==> config.mk <==
export PLATFORM = sky130hd
export DESIGN_NAME = instr_fetch_unit
export DESIGN_NICKNAME = d
export VERILOG_FILES = /design/src/rtl/instr_fetch_unit.sv
export SDC_FILE = /design/constraint.sdc
export NUM_CORES = 1
export LEC_CHECK = 0
export CAP_MARGIN = 20
export CORE_ASPECT_RATIO = 1.75
export CORE_MARGIN = 2
export CORE_UTILIZATION = 35
export DETAILED_ROUTE_END_ITERATION = 8
export MAX_ROUTING_LAYER = met4
export PLACE_DENSITY = 0.72
export SLEW_MARGIN = 20
export SYNTH_ARGS = -nofsm -noshare
export SYNTH_HDL_FRONTEND = slang
export SYNTH_SLANG_ARGS = --single-unit
==> constraint.sdc <==
create_clock -name clk -period 1.73 [get_ports clk]
set_input_delay 0.346 -clock clk [delete_from_list [all_inputs] [get_ports clk]]
set_output_delay 0.346 -clock clk [all_outputs]
set_load 0.05 [all_outputs]
==> src/rtl/instr_fetch_unit.sv <==
// instr_fetch_unit: PC-driven instruction fetch over a req/ack memory port with misalign and timeout errors
// Ports: clk, reset_n (sync, active-low); pc_in/fetch_go from the core;
//   imem_req/imem_addr/imem_ack/imem_rdata to instruction memory;
//   instr/instr_valid/busy/fetch_err/err_clr toward the core; buf_flush drops the fetch buffer.
// Optional: define FETCH_BUF_EN for a one-entry fetch buffer (tag + data + valid).
module instr_fetch_unit #(
  parameter int ADDR_W  = 32,
  parameter int DATA_W  = 32,
  parameter int TIMEOUT = 255
) (
  input  logic              clk,
  input  logic              reset_n,
  input  logic [ADDR_W-1:0] pc_in,
  input  logic              fetch_go,
  output logic              imem_req,
  output logic [ADDR_W-1:0] imem_addr,
  input  logic              imem_ack,
  input  logic [DATA_W-1:0] imem_rdata,
  output logic [DATA_W-1:0] instr,
  output logic              instr_valid,
  output logic              busy,
  output logic              fetch_err,
  input  logic              err_clr,
  input  logic              buf_flush
);
  typedef enum logic {IDLE, REQ} state_t;
  localparam logic [7:0] LAST = 8'(TIMEOUT - 1);
  state_t     state;
  logic [7:0] cnt;
  logic       aligned;
  assign aligned = pc_in[1:0] == 2'b00;
  assign busy = state == REQ;
`ifdef FETCH_BUF_EN
  logic              buf_valid;
  logic [ADDR_W-1:0] buf_tag;
  logic [DATA_W-1:0] buf_data;
  logic              hit;
  assign hit = buf_valid && buf_tag == pc_in;
`else
  logic unused_flush;
  assign unused_flush = buf_flush;
`endif
  always_ff @(posedge clk) begin
    if (!reset_n) begin
      state       <= IDLE;
      imem_req    <= 1'b0;
      imem_addr   <= '0;
      instr       <= '0;
      instr_valid <= 1'b0;
      fetch_err   <= 1'b0;
      cnt         <= '0;
`ifdef FETCH_BUF_EN
      buf_valid   <= 1'b0;
      buf_tag     <= '0;
      buf_data    <= '0;
`endif
    end else begin
      instr_valid <= 1'b0;
      // a new error later in this block overrides the clear
      if (err_clr) fetch_err <= 1'b0;
      if (state == IDLE) begin
        if (fetch_go && !aligned) fetch_err <= 1'b1;
        else if (fetch_go) begin
`ifdef FETCH_BUF_EN
          if (hit) begin
            instr       <= buf_data;
            instr_valid <= 1'b1;
          end else begin
`endif
            state     <= REQ;
            imem_req  <= 1'b1;
            imem_addr <= pc_in;
            cnt       <= '0;
`ifdef FETCH_BUF_EN
          end
`endif
        end
      end else if (imem_ack) begin
        instr       <= imem_rdata;
        instr_valid <= 1'b1;
        imem_req    <= 1'b0;
        state       <= IDLE;
`ifdef FETCH_BUF_EN
        buf_valid   <= 1'b1;
        buf_tag     <= imem_addr;
        buf_data    <= imem_rdata;
`endif
      end else if (cnt == LAST) begin
        fetch_err   <= 1'b1;
        instr       <= '0;
        instr_valid <= 1'b1;
        imem_req    <= 1'b0;
        state       <= IDLE;
      end else cnt <= cnt + 1'b1;
`ifdef FETCH_BUF_EN
      // flush is last so it beats a same-cycle fill
      if (buf_flush) buf_valid <= 1'b0;
`endif
    end
  end
endmodule

-- Word level (Yosys, flattened, before mapping)
Cells that the tools add are included.
- memory bits (read-only): 0
- flip-flop bits (word level): 76
- memories kept: 0
- bits in writable memories: 0
- input port bits: 70
- latch bits: 0
- $lt $le $gt $ge: 0
- shift-type cells: 0
- divide/modulo/power cells: 0
- reduce and logical (&&, ||, !) cells: 10
- multiply operators: 0
- multiplexer cells: 24
- add/subtract/negate cells: 1
- eq/ne operators: 5
- bitwise operators: 2
- operators with widths (kind ; number):
    32-bit two-way mux ; 2
    8-bit two-way mux ; 5
    1-bit two-way mux ; 17
    8-bit by 1-bit adder with 8-bit output, second input constant ; 1
    8-bit equality test, second input constant ; 1
    2-bit != test, second input constant ; 3
    3-bit AND reduction ; 2
    2-bit AND reduction ; 2
    4-bit AND reduction ; 1
    2-bit nonzero test ; 2
    3-bit by 2-bit != test with 1-bit output, second input constant ; 1
    2-bit logical NOT ; 1
    1-bit inverter ; 2
    1-bit logical AND ; 1
    1-bit logical NOT ; 1

-- Depth between registers and ports, before layout
Gate-level depths: netlist of run 1.
- depth in word-level cells: 5
- depth in mapped cells: 7
- depth with buffers taken out: 6

-- Worst setup path before layout of run 1
No wires, ideal clock.
- path type: register to register
- from: reg state (netlist: busy)
- to: reg cnt[7]
- stages on the path, launching flop included: 5
- path buffers: 0
- required time: 1599 ps
- arrival: 1605 ps
- setup slack: -6 ps
- path through: dfxtp_1 nand2b_2 a21o_2 o311ai_0 a21oi_1
- longest elaborated chain between the ends: 2
- elaborated cells between the ends (all ways): 6
- classes of those cells: 3 x eq/ne; 1 x mux; 2 x reduce/logical
- RTL lines (item ; line ; RTL):
    start, declared ; 28 ; state_t state;
    start signal, assigned ; 45 ; state <= IDLE;
    start signal, assigned ; 70 ; state <= REQ;
    start signal, assigned ; 82 ; state <= IDLE;
    2-bit != test (no line) / 2-bit nonzero test (equally long branches) ; - ;
    4-bit AND reduction (no line) ; - ;
    end signal, assigned ; 94 ; end else cnt <= cnt + 1'b1;
    end, declared ; 29 ; logic [7:0] cnt;
Parallel ways exist; a longest one is shown, timed or not.
A chain may end at the register's enable or synchronous reset.

-- Worst setup path after layout of run 1
- from: reg cnt[0]
- to: reg instr[24]
- longest elaborated chain between the ends: 3
- RTL lines (item ; line ; RTL):
    8-bit equality test ; 88 ; end else if (cnt == LAST) begin
    2-bit nonzero test (no line) ; - ;
    2-bit AND reduction (no line) ; - ;
    end signal, assigned ; 79 ; instr <= imem_rdata;
    end, declared ; 19 ; output logic [DATA_W-1:0] instr,
No other way between the ends.

==> flow_summary.html, run 1 <==
<table>
<tr><th>Metric</th><th>Value</th></tr>
<tr><th colspan="2">CTS</th></tr>
<tr><td>Htree depth</td><td>3</td></tr>
<tr><td>Post-CTS setup buffers</td><td>0</td></tr>
<tr><td>Number of sinks driven by the clock tree</td><td>76</td></tr>
<tr><td>Clock Root Buffer</td><td>clkbuf_16</td></tr>
<tr><td>Clk_lat worst skew</td><td>0.33 ns</td></tr>
<tr><td>Number of buffers added by the clock tree synthesis step</td><td>9</td></tr>
<tr><td>Clock input transition at the sequential cells of the worst setup and hold paths</td><td>around 0.060 ns</td></tr>
<tr><td>Quantity of hold-fixing buffers added after cts</td><td>0</td></tr>
<tr><td>Max Root-Sink Buffers</td><td>2</td></tr>
<tr><td>TritonCTS clock tree</td><td>yes</td></tr>
<tr><th colspan="2">Drt</th></tr>
<tr><td>Wire length reported by the detailed router</td><td>between 7000 and 8000 um</td></tr>
<tr><td>Number of detailed-routing iterations run before antenna repair</td><td>4</td></tr>
<tr><td>Drt initial violations</td><td>~110</td></tr>
<tr><td>Via density</td><td>roughly 4.8</td></tr>
<tr><td>Per-cell routed wire length</td><td>approximately 14 um</td></tr>
<tr><td>Total via count after detailed routing</td><td>~2500</td></tr>
<tr><td>Residual antenna-violating net count after detailed routing</td><td>0</td></tr>
<tr><td>Residual DRC count</td><td>0</td></tr>
<tr><th colspan="2">Timing</th></tr>
<tr><td>Tightest Pin Transition</td><td>0.373 ns</td></tr>
<tr><td>Shortest clock period the worst path allows after layout</td><td>1.63 ns</td></tr>
<tr><td>Worst rel slew slack</td><td>0.751</td></tr>
<tr><td>Unrepaired setup endpoints after global routing</td><td>no</td></tr>
<tr><td>Number of setup violations in the final report</td><td>0</td></tr>
<tr><td>Final Max Tran Viols</td><td>0</td></tr>
<tr><td>Max Fclk</td><td>approximately 0.6 GHz</td></tr>
<tr><td>Clk_skew</td><td>around 0.0062 ns</td></tr>
<tr><td>Sum of negative setup slack</td><td>0 ns</td></tr>
<tr><td>Hold Slack</td><td>0.455 ns</td></tr>
<tr><td>Share of the cycle needed by the critical path after routing</td><td>0.944</td></tr>
<tr><td>Hold Vio Cnt, Final</td><td>0</td></tr>
<tr><th colspan="2">Power</th></tr>
<tr><td>Internal portion of total power</td><td>~3.2 mW</td></tr>
<tr><td>Leak Pwr</td><td>about 1.8 nW</td></tr>
<tr><td>Net Sw Frac</td><td>0.235</td></tr>
<tr><td>Fraction of power consumed by sequential logic</td><td>0.428</td></tr>
<tr><td>Maximum vdd ir drop</td><td>roughly 590 uV</td></tr>
<tr><td>PD cells</td><td>just under 1000 nW/um2</td></tr>
<tr><td>Combinational Power Share</td><td>0.122</td></tr>
<tr><td>Clock power frac</td><td>0.450</td></tr>
<tr><td>Power dissipated by switching net loads</td><td>0.996 mW</td></tr>
<tr><th colspan="2">Logic synthesis</th></tr>
<tr><td>Post-synth top flop</td><td>dfxtp_1</td></tr>
<tr><td>Synth Area per Inst</td><td>around 9.8 um2</td></tr>
<tr><td>Synthesized Nets</td><td>348</td></tr>
<tr><td>Proportion of synthesized chip area in sequential cells</td><td>0.565</td></tr>
<tr><td>Distinct cell type count of the synthesized netlist</td><td>38</td></tr>
<tr><td>Post-synthesis instance area</td><td>between 2000 and 3000 um2</td></tr>
<tr><td>Count of mapped cells out of synthesis</td><td>about 280</td></tr>
<tr><td>Post-synthesis sequential element count</td><td>between 70 and 80</td></tr>
<tr><td>Number of flops mapped to enable cells by yosys</td><td>0</td></tr>
<tr><td>Number of warning messages in the yosys log</td><td>0</td></tr>
<tr><td>Async SR Flop Fraction</td><td>0</td></tr>
<tr><th colspan="2">Worst setup path</th></tr>
<tr><td>Maximum fanout encountered on the critical timing path</td><td>18</td></tr>
<tr><td>Critical Path End Type</td><td>flop</td></tr>
<tr><td>Data required time at the worst endpoint</td><td>about 2.0 ns</td></tr>
<tr><td>Critical Setup Path Class</td><td>flop to flop</td></tr>
<tr><td>Worst Reg-to-Reg Cells</td><td>7</td></tr>
<tr><td>Crit path DAT</td><td>1.90 ns</td></tr>
<tr><td>Kind of launch point of the worst setup path</td><td>flop</td></tr>
<tr><th colspan="2">Layout</th></tr>
<tr><td>Final net count</td><td>about 490</td></tr>
<tr><td>Layout-stage area growth over the synthesis result</td><td>63.0%</td></tr>
<tr><td>Fraction of layout cells with a size suffix above 1</td><td>0.258</td></tr>
<tr><td>Area of all placed cells without fillers</td><td>about 4400 um2</td></tr>
<tr><td>Number of filler cells placed in the layout</td><td>between 600 and 700</td></tr>
<tr><td>Number of diodes</td><td>0</td></tr>
<tr><td>Total area of multi-input combinational cells</td><td>1050 um2</td></tr>
<tr><td>Area taken by flip-flops and latches</td><td>between 1500 and 2000 um2</td></tr>
<tr><td>Share of the core filled with cells in the final layout</td><td>0.584</td></tr>
<tr><td>Post-route non-filler standard cell count</td><td>514</td></tr>
<tr><th colspan="2">Hold path</th></tr>
<tr><td>Worst hold stages</td><td>2</td></tr>
<tr><td>HP Class</td><td>flop to flop</td></tr>
<tr><th colspan="2">Placed design</th></tr>
<tr><td>Final weighted congestion in routability-driven placement</td><td>~0.82</td></tr>
<tr><td>HPWL Detailed</td><td>just over 5000 um</td></tr>
<tr><td>Total placed cells including tap cells</td><td>about 500</td></tr>
<tr><td>Area after DPL</td><td>4080 um2</td></tr>
<tr><td>Number of buffers added on ports</td><td>136</td></tr>
<tr><th colspan="2">GRT</th></tr>
<tr><td>Grt met3 use</td><td>0.0470</td></tr>
<tr><td>Total congestion overflow</td><td>0</td></tr>
<tr><td>First-pass GRT wire length</td><td>11200 um</td></tr>
<tr><td>Number of global-route vias before repair</td><td>between 2000 and 3000</td></tr>
<tr><td>Maximum number of pins on one net before global-route repair</td><td>36</td></tr>
<tr><td>GR peak layer</td><td>met2</td></tr>
<tr><td>Overall routing resource usage</td><td>0.174</td></tr>
<tr><td>Met1 routing resource usage after global routing</td><td>0.186</td></tr>
<tr><td>Number of antenna violations at the first check in global routing</td><td>0</td></tr>
<tr><td>Met2 Use GR</td><td>0.292</td></tr>
<tr><th colspan="2">Floorplanning</th></tr>
<tr><td>Floorplan die height</td><td>approximately 120 um</td></tr>
<tr><td>Chip width</td><td>between 70 and 80 um</td></tr>
<tr><td>Die ar.</td><td>between 8000 and 9000 um2</td></tr>
<tr><td>I/O pin count</td><td>138</td></tr>
<tr><td>Std-Cell Rows</td><td>42</td></tr>
<tr><td>Core area</td><td>approximately 7500 um2</td></tr>
<tr><td>Initial core utilization</td><td>0.358</td></tr>
<tr><th colspan="2">Job</th></tr>
<tr><td>Max-cap violations</td><td>0</td></tr>
<tr><th colspan="2">Status</th></tr>
<tr><td>Run status</td><td>finished, final reports clean</td></tr>
</table>
[registers in the layout, summed over array words and instances, names as in the netlist]
register     flops
imem_req         1
fetch_err        1
instr_valid      1
imem_addr       32
instr           32
busy             1
cnt              8
[worst paths after layout]
path / startpoint / endpoint / slack [ns]
max: cnt[0]$_SDFFE_PN0P_ / instr[24]$_SDFFE_PN0P_ / 0.1
min: imem_addr[10]$_SDFFE_PN0P_ / imem_addr[10]$_SDFFE_PN0P_ / 0.45
max reg2reg: cnt[0]$_SDFFE_PN0P_ / instr[24]$_SDFFE_PN0P_ / 0.1
min reg2reg: imem_addr[10]$_SDFFE_PN0P_ / imem_addr[10]$_SDFFE_PN0P_ / 0.45
[power groups by stage]
stage / logic (mW) / clock network (mW) / registers, mW
2_1_floorplan: 0.111 / 0 / 1.99
3_3_place_gp: 0.514 / 0 / 1.85
3_5_place_dp: 0.520 / 0 / 1.85
4_1_cts: 0.522 / 1.96 / 1.81
5_1_grt: 0.549 / 2.06 / 1.82
6_report: 0.517 / 1.91 / 1.81
[metal layers]
metal / part of all wire / vias up
li1: - / 1257
met1: 0.40 / 1120
met2: 0.51 / 103
met4: 0.018 / 0
met3: 0.070 / 10
met5: 0 / -
[cells in the final DEF (no fill, tap or decap), drive strengths merged, types with 2 or more instances in the layout]
master         count
a21o               2
a21oi             34
a22o              32
a31oi              3
and3               6
buf               85
clkbuf            11
clkdlybuf4s50     68
clkinv             3
dfxtp             76
ha                 2
inv                3
nand2             68
nand2b             3
nand3              2
nor2               5
nor3               2
o21a               2
o21ai              2
o22ai              2
or3                2
[logic make-up (layout without fill, tap and decap cells)]
logic type                 after synthesis  count (layout)  share of synthesized area
AOI/OAI and AO/OA                       82              82                      0.221
xor gates and xnor gates                 1               1                    0.00325
adders and majority gates                2               2                    0.00929
buffers and inverters                   22             172                     0.0474
DFF                                     76              76                      0.565
and+or+nand+nor                         93              93                      0.154
[cell usage after synthesis (all sizes together) (2+ instances only)]
master,instances,area [um2]
buf,12,90.1
a31oi,3,18.8
o21a,2,15.0
inv,3,11.3
ha,2,25.0
nand2b,3,28.8
dfxtp,76,1520
nor2,5,18.8
o22ai,2,12.5
clkbuf,7,26.3
nand2,68,255
nor3,2,15.0
a21o,2,16.3
a21oi,34,181
a22o,32,280
nand3,2,10.0
and3,6,37.5
or3,2,12.5
o21ai,2,10.0
[cell type report]
| class | count | share of cell area |
|---|---|---|
| Clock buffer | 11 | 0.0576 |
| Clock inverter | 5 | 0.0137 |
| Inverter | 3 | 0.00257 |
| Multi-Input combinational cell | 178 | 0.239 |
| Sequential cell | 76 | 0.347 |
| Tap cell | 88 | 0.0251 |
| Timing Repair Buffer | 153 | 0.315 |
[per-stage QoR]
step	power (mW)	setup WS (ns)
6_report	4.24	0.0970
5_1_grt	4.42	0.00171
4_1_cts	4.30	0.00167
3_5_place_dp	2.37	-0.128
3_3_place_gp	2.36	-0.102
2_1_floorplan	2.10	0.134
[worst max-delay path, stage by stage, from the launching register on]
cell,delay (ns)
dfxtp_1,0.33
inv_1,0.06
ha_1,0.20
and3_2,0.26
a21o_1,0.22
a21oi_4,0.20
buf_12,0.17
a22o_1,0.13
[what timing repair did]
item | CTS | global route
endpoints found under the hold margin | 0 | 0
resized for setup | 0 | 2
setup endpoints to repair | 0 | 17
Power figures use the tool's default switching activity.
==> inputs of run 2 (changes only) <==
==> constraint.sdc (replaced) <==
create_clock -name clk -period 1.73 [get_ports clk]
set_input_delay 0.519 -clock clk [delete_from_list [all_inputs] [get_ports clk]]
set_output_delay 0.519 -clock clk [all_outputs]
set_load 0.05 [all_outputs]
==> run 2 against run 1 <==
Global-route usage increased by 1.7 points. Maximum frequency shrank 0.97%. Clock power rose by 8%. Clock skew decreased by 0.0015 ns. Routed wire length increased by 13%. Worst setup slack got worse by 0.016 ns. Final cell count up 0.97%. Non-clock buffer count is 5 higher. Total power rose by 7.1%. Die area is the same. Critical path type unchanged.
==> flow_summary.html, run 2 (synthesis gave the netlist of run 1 again) <==
<table>
<tr><th>Metric</th><th>Value</th></tr>
<tr><th colspan="2">Power</th></tr>
<tr><td>Net Sw Frac</td><td>0.220</td></tr>
<tr><td>Maximum vdd ir drop</td><td>789 uV</td></tr>
<tr><td>Clock power frac</td><td>0.454</td></tr>
<tr><td>Leak Pwr</td><td>2.07 nW</td></tr>
<tr><td>Combinational Power Share</td><td>0.142</td></tr>
<tr><td>Internal portion of total power</td><td>roughly 3.5 mW</td></tr>
<tr><td>Power dissipated by switching net loads</td><td>between 1 and 1.5 mW</td></tr>
<tr><td>Overall power consumption</td><td>roughly 4.5 mW</td></tr>
<tr><td>Fraction of power consumed by sequential logic</td><td>0.404</td></tr>
<tr><td>PD cells</td><td>850 nW/um2</td></tr>
<tr><th colspan="2">Layout</th></tr>
<tr><td>Number of filler cells placed in the layout</td><td>between 500 and 600</td></tr>
<tr><td>Fraction of layout cells with a size suffix above 1</td><td>0.267</td></tr>
<tr><td>Largest registers</td><td>imem_addr x32, instr x32, cnt x8</td></tr>
<tr><td>Leading cell type in the layout, fill and taps excluded</td><td>dfxtp_1</td></tr>
<tr><td>Final net count</td><td>498</td></tr>
<tr><td>Total area of multi-input combinational cells</td><td>1060 um2</td></tr>
<tr><td>Layout-stage area growth over the synthesis result</td><td>98.4%</td></tr>
<tr><td>Number of diodes</td><td>0</td></tr>
<tr><td>Post-route non-filler standard cell count</td><td>roughly 520</td></tr>
<tr><td>Top library cells by usage in the layout, fill and taps aside</td><td>75 x dfxtp_1, 72 x buf_12, 68 x nand2_1, 68 x clkdlybuf4s50_1, 33 x a21oi_1</td></tr>
<tr><td>Area taken by flip-flops and latches</td><td>between 1500 and 2000 um2</td></tr>
<tr><th colspan="2">Worst setup path</th></tr>
<tr><td>Crit path DAT</td><td>~1.9 ns</td></tr>
<tr><td>Data required time at the worst endpoint</td><td>2.00 ns</td></tr>
<tr><td>Kind of launch point of the worst setup path</td><td>flop</td></tr>
<tr><td>Critical Setup Path Class</td><td>flop to flop</td></tr>
<tr><td>Critical Path End Type</td><td>flop</td></tr>
<tr><td>Maximum fanout encountered on the critical timing path</td><td>6</td></tr>
<tr><th colspan="2">Floorplanning</th></tr>
<tr><td>Floorplan die height</td><td>about 120 um</td></tr>
<tr><td>Die ar.</td><td>8440 um2</td></tr>
<tr><td>Core area</td><td>approximately 7500 um2</td></tr>
<tr><td>Chip width</td><td>approximately 70 um</td></tr>
<tr><td>Initial core utilization</td><td>0.358</td></tr>
<tr><td>I/O pin count</td><td>roughly 140</td></tr>
<tr><td>Std-Cell Rows</td><td>between 40 and 50</td></tr>
<tr><th colspan="2">Timing</th></tr>
<tr><td>Tightest Pin Transition</td><td>between 0.2 and 0.3 ns</td></tr>
<tr><td>Worst rel slew slack</td><td>0.817</td></tr>
<tr><td>Shortest clock period the worst path allows after layout</td><td>around 1.6 ns</td></tr>
<tr><td>Share of the cycle needed by the critical path after routing</td><td>0.953</td></tr>
<tr><td>Final Max Tran Viols</td><td>0</td></tr>
<tr><td>Number of setup violations in the final report</td><td>0</td></tr>
<tr><td>Clk_skew</td><td>0.00475 ns</td></tr>
<tr><td>Hold Vio Cnt, Final</td><td>0</td></tr>
<tr><td>Hold Slack</td><td>around 0.49 ns</td></tr>
<tr><td>Max Fclk</td><td>about 0.61 GHz</td></tr>
<tr><th colspan="2">GRT</th></tr>
<tr><td>Maximum number of pins on one net before global-route repair</td><td>36</td></tr>
<tr><td>Total congestion overflow</td><td>0</td></tr>
<tr><td>Number of antenna violations at the first check in global routing</td><td>0</td></tr>
<tr><td>Overall routing resource usage</td><td>0.191</td></tr>
<tr><td>First-pass GRT wire length</td><td>12500 um</td></tr>
<tr><td>Number of global-route vias before repair</td><td>about 2700</td></tr>
<tr><th colspan="2">CTS</th></tr>
<tr><td>Max Root-Sink Buffers</td><td>2</td></tr>
<tr><td>Number of sinks driven by the clock tree</td><td>76</td></tr>
<tr><td>Clk_lat worst skew</td><td>roughly 0.33 ns</td></tr>
<tr><td>Clock input transition at the sequential cells of the worst setup and hold paths</td><td>0.06 ns</td></tr>
<tr><td>Htree depth</td><td>3</td></tr>
<tr><td>Number of buffers added by the clock tree synthesis step</td><td>9</td></tr>
<tr><td>TritonCTS clock tree</td><td>yes</td></tr>
<tr><td>Clock Root Buffer</td><td>clkbuf_16</td></tr>
<tr><td>Quantity of hold-fixing buffers added after cts</td><td>0</td></tr>
<tr><th colspan="2">Drt</th></tr>
<tr><td>Via density</td><td>about 5.0</td></tr>
<tr><td>Wire length reported by the detailed router</td><td>between 7000 and 8000 um</td></tr>
<tr><td>Drt initial violations</td><td>117</td></tr>
<tr><td>Per-cell routed wire length</td><td>roughly 15 um</td></tr>
<tr><td>Number of detailed-routing iterations run before antenna repair</td><td>6</td></tr>
<tr><td>Total via count after detailed routing</td><td>2576</td></tr>
<tr><td>Residual DRC count</td><td>0</td></tr>
<tr><td>Residual antenna-violating net count after detailed routing</td><td>0</td></tr>
<tr><th colspan="2">Placed design</th></tr>
<tr><td>Number of buffers added on ports</td><td>between 100 and 150</td></tr>
<tr><td>Final weighted congestion in routability-driven placement</td><td>~0.77</td></tr>
<tr><td>HPWL Detailed</td><td>slightly below 6000 um</td></tr>
<tr><td>Total placed cells including tap cells</td><td>approximately 500</td></tr>
<tr><th colspan="2">Job</th></tr>
<tr><td>Max-cap violations</td><td>0</td></tr>
<tr><th colspan="2">Status</th></tr>
<tr><td>Run status</td><td>finished, final reports clean</td></tr>
<tr><th colspan="2">Hold path</th></tr>
<tr><td>HP Class</td><td>flop to flop</td></tr>
</table>
==> run 2: path summary, 6_finish.rpt <==
path,start,to,slack (ns),cells past startpoint
worst max register to register,cnt[0]$_SDFFE_PN0P_,instr[22]$_SDFFE_PN0P_,0.08,8
worst min register to register,imem_addr[26]$_SDFFE_PN0P_,imem_addr[26]$_SDFFE_PN0P_,0.49,2
worst min-delay path,imem_addr[26]$_SDFFE_PN0P_,imem_addr[26]$_SDFFE_PN0P_,0.49,2
worst max-delay path,cnt[0]$_SDFFE_PN0P_,instr[22]$_SDFFE_PN0P_,0.08,8
==> run 2: final cells by class <==
| cell class | instances | share of cell area |
|---|---|---|
| Clock inverter | 3 | 0.0126 |
| Multi-Input combinational cell | 178 | 0.198 |
| Inverter | 3 | 0.00211 |
| Clock buffer | 13 | 0.0506 |
| Tap cell | 88 | 0.0206 |
| Sequential cell | 76 | 0.285 |
| Timing Repair Buffer | 158 | 0.431 |
==> run 2: power groups by stage <==
stage	clock network [mW]	registers [mW]	logic, mW
after floorplan	0	1.99	0.111
after global placement	0	1.87	0.610
after detailed placement	0	1.87	0.618
after CTS	2.11	1.83	0.621
after global routing	2.17	1.84	0.678
final	2.06	1.83	0.645
==> run 2: critical path, cell delays in order, from the launching register on <==
cell and delay (ns):
dfxtp_1 0.33, inv_1 0.06, ha_1 0.21, and3_4 0.21, a21o_1 0.22, a21oi_4 0.15
buf_12 0.14, clkbuf_16 0.14, a22o_1 0.13
==> run 2: timing repair <==
item / CTS / global route
resized for setup: 0 / 5
buffers inserted: 0 / 1
endpoints found under the setup margin: 0 / 46
hold endpoints to repair: 0 / 0
==> run 2: per-stage QoR <==
stage / setup TNS [ns] / instance area, um2 / setup WS (ns) / utilization
finish: 0 / 5340 / 0.0810 / 0.711
global route: -0.0756 / 5340 / -0.0197 / 0.711
CTS: 0 / 5250 / 0.0420 / 0.698
detailed placement: -13.38 / 4910 / -0.282 / 0.653
global placement: -12.50 / 4910 / -0.272 / 0.653
floorplan: 0 / 2690 / 0.134 / -
==> run 2: routing by layer <==
layer	wire length, um	track usage	vias up
met5	0	-	-
met1	2940	0.197	1179
met4	170	0.0781	0
met2	4300	0.328	116
met3	567	0.0663	13
li1	-	-	1268
